### config.mk
export PLATFORM = sky130hd
export DESIGN_NAME = led_sequencer
export DESIGN_NICKNAME = d
export VERILOG_FILES = /design/src/rtl/led_seq_pkg.sv /design/src/rtl/led_sequencer_step_sync.sv /design/src/rtl/led_sequencer.sv
export SDC_FILE = /design/constraint.sdc
export NUM_CORES = 1
export LEC_CHECK = 0
export ABC_AREA = 0
export ABC_CLOCK_PERIOD_IN_PS = 1680
export BUFFER_PORTS_ARGS = -buffer_cell sky130_fd_sc_hd__buf_4
export CAP_MARGIN = 25
export CELL_PAD_IN_SITES_DETAIL_PLACEMENT = 1
export CELL_PAD_IN_SITES_GLOBAL_PLACEMENT = 1
export CORE_ASPECT_RATIO = 0.75
export CORE_MARGIN = 2
export CORE_UTILIZATION = 38
export DETAILED_ROUTE_END_ITERATION = 8
export PLACE_DENSITY = 0.73
export SLEW_MARGIN = 10
export SYNTH_ARGS = -nofsm -noshare
export SYNTH_HDL_FRONTEND = slang
export SYNTH_HIERARCHICAL = 1
export SYNTH_SLANG_ARGS = --single-unit
### constraint.sdc
create_clock -name clk -period 1.68 [get_ports clk]
set_clock_uncertainty 0.1 [all_clocks]
set_input_delay 0.168 -clock clk [delete_from_list [all_inputs] [get_ports clk]]
set_output_delay 0.168 -clock clk [all_outputs]
set_load 0.01 [all_outputs]
### src/rtl/led_seq_pkg.sv
// Shared mode encoding, bounce direction and per-mode initial patterns
// for the LED sequencer.
package led_seq_pkg;

    typedef enum logic [1:0] {
        MODE_BINARY = 2'd0,
        MODE_WALK   = 2'd1,
        MODE_BOUNCE = 2'd2,
        MODE_FLASH  = 2'd3
    } mode_e;

    localparam logic DIR_LEFT  = 1'b0;
    localparam logic DIR_RIGHT = 1'b1;

    // Initial patterns are given as low bits, zero-extended to the LED width.
    localparam logic [1:0] INIT_BINARY = 2'b00;
    localparam logic [1:0] INIT_WALK   = 2'b01;
    localparam logic [1:0] INIT_BOUNCE = 2'b01;
    localparam logic [1:0] INIT_FLASH  = 2'b00;

    function automatic logic [1:0] init_pattern_bits(input mode_e m);
        logic [1:0] bits_s;
        case (m)
            MODE_BINARY: bits_s = INIT_BINARY;
            MODE_WALK:   bits_s = INIT_WALK;
            MODE_BOUNCE: bits_s = INIT_BOUNCE;
            MODE_FLASH:  bits_s = INIT_FLASH;
            default:     bits_s = 2'b00;
        endcase
        return bits_s;
    endfunction

endpackage

### src/rtl/led_sequencer_step_sync.sv
// Three-flop synchronizer with rising-edge detect; flops reset high so an
// input that is already high when reset releases never produces a pulse.
module step_sync (
    input  logic clk,
    input  logic rstn,
    input  logic in,
    output logic pulse
);

    logic s1_r;
    logic s2_r;
    logic s3_r;

    // Synchronizer chain plus one extra stage for edge detection
    always_ff @(posedge clk) begin
        if (!rstn) begin
            s1_r <= 1'b1;
            s2_r <= 1'b1;
            s3_r <= 1'b1;
        end else begin
            s1_r <= in;
            s2_r <= s1_r;
            s3_r <= s2_r;
        end
    end

    assign pulse = s2_r & ~s3_r;

endmodule

### src/rtl/led_sequencer.sv
// Animated LED pattern generator: four patterns advanced by a synchronized
// step wave, with global PWM dimming on a registered LED output.
module led_sequencer
    import led_seq_pkg::*;
#(
    parameter int LED_WIDTH = 8,
    parameter int PWM_WIDTH = 8
) (
    input  logic                 clk,
    input  logic                 rstn,
    input  logic                 step_in,
    input  logic [1:0]           mode,
    input  logic [PWM_WIDTH-1:0] brightness,
    output logic [LED_WIDTH-1:0] led
);

    localparam logic [LED_WIDTH-1:0] PAT_ZERO = {LED_WIDTH{1'b0}};
    localparam logic [LED_WIDTH-1:0] PAT_ONE  = LED_WIDTH'(1);
    localparam logic [LED_WIDTH-1:0] PAT_TWO  = LED_WIDTH'(2);
    localparam logic [LED_WIDTH-1:0] MSB_ONLY = PAT_ONE << (LED_WIDTH - 1);

    mode_e                  mode_sel_s;
    mode_e                  mode_r;
    logic                   mode_change_s;
    logic                   step_s;
    logic [LED_WIDTH-1:0]   pattern_r;
    logic [LED_WIDTH-1:0]   pattern_nxt_s;
    logic                   dir_r;
    logic                   dir_nxt_s;
    logic [PWM_WIDTH-1:0]   pwm_cnt_r;
    logic                   pwm_on_s;
    logic [LED_WIDTH-1:0]   led_r;

    step_sync u_step_sync (
        .clk   (clk),
        .rstn  (rstn),
        .in    (step_in),
        .pulse (step_s)
    );

    assign mode_sel_s    = mode_e'(mode);
    assign mode_change_s = (mode_sel_s != mode_r);
    // Full-scale brightness must stay lit on the one count where cnt < max fails.
    assign pwm_on_s      = (pwm_cnt_r < brightness) | (&brightness);

    // Pattern/direction next state: mode change outranks a same-cycle step
    always_comb begin
        pattern_nxt_s = pattern_r;
        dir_nxt_s     = dir_r;
        if (mode_change_s) begin
            pattern_nxt_s = LED_WIDTH'(init_pattern_bits(mode_sel_s));
            dir_nxt_s     = DIR_LEFT;
        end else if (step_s) begin
            case (mode_r)
                MODE_BINARY: begin
                    pattern_nxt_s = pattern_r + PAT_ONE;
                end
                MODE_WALK: begin
                    pattern_nxt_s = {pattern_r[LED_WIDTH-2:0], pattern_r[LED_WIDTH-1]};
                end
                MODE_BOUNCE: begin
                    if (dir_r == DIR_LEFT) begin
                        if (pattern_r == MSB_ONLY) begin
                            pattern_nxt_s = pattern_r >> 1;
                            dir_nxt_s     = DIR_RIGHT;
                        end else begin
                            pattern_nxt_s = pattern_r << 1;
                        end
                    end else begin
                        if (pattern_r == PAT_ONE) begin
                            pattern_nxt_s = PAT_TWO;
                            dir_nxt_s     = DIR_LEFT;
                        end else begin
                            pattern_nxt_s = pattern_r >> 1;
                        end
                    end
                end
                MODE_FLASH: begin
                    pattern_nxt_s = ~pattern_r;
                end
                default: begin
                    pattern_nxt_s = pattern_r;
                end
            endcase
        end else begin
            pattern_nxt_s = pattern_r;
            dir_nxt_s     = dir_r;
        end
    end

    // Mode, pattern, PWM counter and output registers
    always_ff @(posedge clk) begin
        if (!rstn) begin
            mode_r    <= MODE_BINARY;
            pattern_r <= PAT_ZERO;
            dir_r     <= DIR_LEFT;
            pwm_cnt_r <= {PWM_WIDTH{1'b0}};
            led_r     <= PAT_ZERO;
        end else begin
            mode_r    <= mode_sel_s;
            pattern_r <= pattern_nxt_s;
            dir_r     <= dir_nxt_s;
            pwm_cnt_r <= pwm_cnt_r + PWM_WIDTH'(1);
            led_r     <= pattern_r & {LED_WIDTH{pwm_on_s}};
        end
    end

    assign led = led_r;

endmodule
==> flow_metrics.py <==
metrics = {
    "global_route": {
        "grt_start_max_net_pins": 18,
        "grt_antenna_before_repair": 0,
        "via_count_of_the_first_global_routing_pass": 1904,
        "grt.overflow.total": 0,
        "grt_util_all_layers": 0.2226,
        "grt_pass1_wl_um": 9632,
    },
    "route": {
        "vias": 1859,
        "routed_wl_um": 5779,
        "route.detailed.drc": 0,
        "routedWlPerCell_um": 17.73,
        "vias_per_cell": 5.702,
        "count_of_tritonroute_iterations_in_the_first_routing_pass": 4,
        "postRouteAntennaNets": 0,
        "first_iter_violations": 137,
    },
    "logic_synthesis": {
        "synth_top_area_frac": 0.3115,
        "synth_nets": 248,
        "post-synth-top-area-cell": "sky130_fd_sc_hd__dfxtp_1",
        "synthTopCellsByArea": "sky130_fd_sc_hd__dfxtp_1, sky130_fd_sc_hd__ha_1, sky130_fd_sc_hd__a21oi_1",
        "synth_cell_type_count": 67,
        "postSynthRegisterBits": 30,
        "synth_edf_count": 0,
        "synth.avg_cell_area_sq_um": 8.608,
        "synth.most_common_cell": "sky130_fd_sc_hd__dfxtp_1",
        "post_synth_inst_count": 224,
        "synth_flop_cell": "sky130_fd_sc_hd__dfxtp_1",
        "yosysWarningCount": 6,
        "async_set_or_reset_register_ratio_after_synthesis": 0,
        "yosys-top-cells-count": "sky130_fd_sc_hd__dfxtp_1, sky130_fd_sc_hd__inv_1, sky130_fd_sc_hd__a21oi_1",
        "synth.cell_area_sq_um": 1928,
        "synth-seq-area-share": 0.3115,
    },
    "setup_path": {
        "data_arrival_time_of_the_critical_path_ns": 1.71,
        "cpMaxStageDelayCell": "sky130_fd_sc_hd__dfxtp_1",
        "worstSetupPathType": "flip-flop to flip-flop",
        "critPathMaxFanout": 3,
        "critical_path.reg2reg.endpoint": "pattern_r[2]",
        "startpoint_of_the_lowest_slack_register_to_register_path": "pattern_r[1]",
        "cp_num_buf_inv": 1,
        "reg2reg_setup_slack_ns": 0.05,
        "endpoint_kind": "flip-flop",
        "worstPathCellList": "inv_1 > ha_1 > and3b_1 > nand2_2 > a41oi_1 > a2111oi_2",
        "max_stage_delay_ns": 0.37,
        "worstPathRequired_ns": 1.76,
        "critPathTopFamily": "compound AO/OA/AOI/OAI gates",
        "worstSetupEndpoint": "pattern_r[2]",
        "worstSetupStartpointType": "flip-flop",
        "crit_start": "pattern_r[1]",
        "timing.reg2reg.worst_path_depth": 6,
        "crit_cells": 6,
    },
    "finish": {
        "final_core_utilization": 0.4957,
        "post_route_cells_drive_above_1_share": 0.2820,
        "fill_cells": 572,
        "final_std_cell_area_no_fill_sq_um": 2429,
        "num-nets-final": 289,
        "areaGrowthSynthToFinish_pct": 25.96,
        "antenna-diode-count": 0,
    },
    "cts": {
        "cts-root-buf": "sky130_fd_sc_hd__clkbuf_8",
        "numClockSinks": 30,
        "tritoncts": "yes",
        "path_clk_slew_ns": 0.06,
        "htreeDepth": 2,
        "cts_made_buffers": 5,
        "worstSkewPairLatency_ns": 0.28,
        "clock_tree.buffer_depth": 2,
    },
    "min_path": {
        "holdCritPathClass": "primary input to flip-flop",
    },
    "floorplanning": {
        "die_area_sq_um": 5666,
        "rows": 22,
        "die_x_um": 86.25,
        "starting_density": 0.3935,
        "die_height_um": 65.69,
        "core_region_area_sq_um": 4900,
        "ioPinCount": 21,
    },
    "flow_run": {
        "drv.max_cap_violation_count": 0,
    },
    "pwr": {
        "power.density_cell_area_nw_per_um2": 704.3,
        "worst_ir_drop_vdd_uv": 432.9,
        "lkg_pwr_nw": 1.000,
        "post-layout-total-power_w": 0.001710,
    },
    "sta": {
        "hold_viol": 0,
        "holdWs_ns": 0.03597,
        "slew_headroom": 0.7293,
        "fmax_achieved_mhz": 614.5,
        "layout_worst_path_cycle_share": 0.9686,
        "post-route-min-period_ns": 1.627,
        "final_max_slew_viol_count": 0,
        "setup_viol": 0,
        "tightestPinTransition_ns": 0.4055,
    },
    "placement": {
        "globalplace.congestion": 0.8438,
        "detailed_place_hpwl_um": 4422,
        "dpl_cell_area_sq_um": 2258,
        "portBuffers": 20,
    },
    "outcome": {
        "outcome": "completed",
    },
}
==> through the flow <==
step                setup TNS, ns  std cells  worst slack [ns]
finish                          0        326           0.05272
global route             -0.01518        326          -0.01518
CTS                             0        324           0.02313
detailed placement       -0.05496        315          -0.02996
global placement                0        315           0.06170
floorplan                       0        224           0.06325
==> per-layer routing <==
metal / share of wire / GRT usage / up-vias
met2: 0.44 / 0.3421 / 34
met5: 0 / 0 / -
met3: 0.039 / 0.03769 / 5
met4: 0.0080 / 0.05273 / 0
met1: 0.52 / 0.3244 / 921
li1: - / - / 899
==> worst min path at each step <==
| stage | slack (ns) | cells after the start | endpoint | startpoint |
|---|---|---|---|---|
| after floorplan | 0.14 | 1 | u_step_sync/s3_r | rstn |
| after global placement | 0.25 | 2 | u_step_sync/s1_r | step_in |
| after detailed placement | 0.26 | 2 | u_step_sync/s1_r | step_in |
| after CTS | 0.04 | 2 | u_step_sync/s2_r | rstn |
| after global routing | 0.04 | 2 | u_step_sync/s2_r | rstn |
| final | 0.04 | 2 | u_step_sync/s2_r | rstn |
==> registers in the layout, indices dropped and copies added (netlist names) <==
register          count
dir_r                 1
led                   8
mode_r                2
pattern_r             8
pwm_cnt_r             8
u_step_sync/s1_r      1
u_step_sync/s2_r      1
u_step_sync/s3_r      1
==> power by group <==
part | switching (W) | internal, W
combinational | 0.000144 | 0.000128
clock | 0.000281 | 0.000414
sequential | 0.0000144 | 0.000729
==> kinds of logic after synthesis <==
| family | share of synthesized area |
|---|---|
| and+or+nand+nor | 0.2297 |
| DFF | 0.3115 |
| AOI/OAI and AO/OA | 0.2635 |
| buffers and inverters | 0.08241 |
| xor gates and xnor gates | 0.03634 |
| adders and majority gates | 0.07138 |
| muxes | 0.005192 |
==> timing repair <==
item                       in CTS  in global routing
buffers inserted                0                  2
hold buffers                    1                  0
gates resized for setup         1                  9
setup endpoints to repair       6                 13
hold endpoints to repair        1                  0
pin swaps                       0                  4
==> placed cells by master, fill, tap and decap left out, drive strengths merged, types with 6 or more instances in the layout <==
cell and instances:
nand3 9, inv 17, nand2 11, nor2 12, a211oi 10, nand2b 7
a21oi 13, ha 11, clkbuf 8, dfxtp 30, o21ai 12, nor2b 6
buf 47
==> layout make-up <==
type / count / area [sq um] / area share
clock buffer: 8 / 110.1 / 0.04534
inverter: 17 / 63.81 / 0.02628
multi-input combinational: 163 / 1199 / 0.4936
sequential: 30 / 605.6 / 0.2494
tap: 60 / 75.07 / 0.03091
timing repair buffer: 48 / 375.4 / 0.1546
No activity file was read; power rests on OpenSTA's default activity.
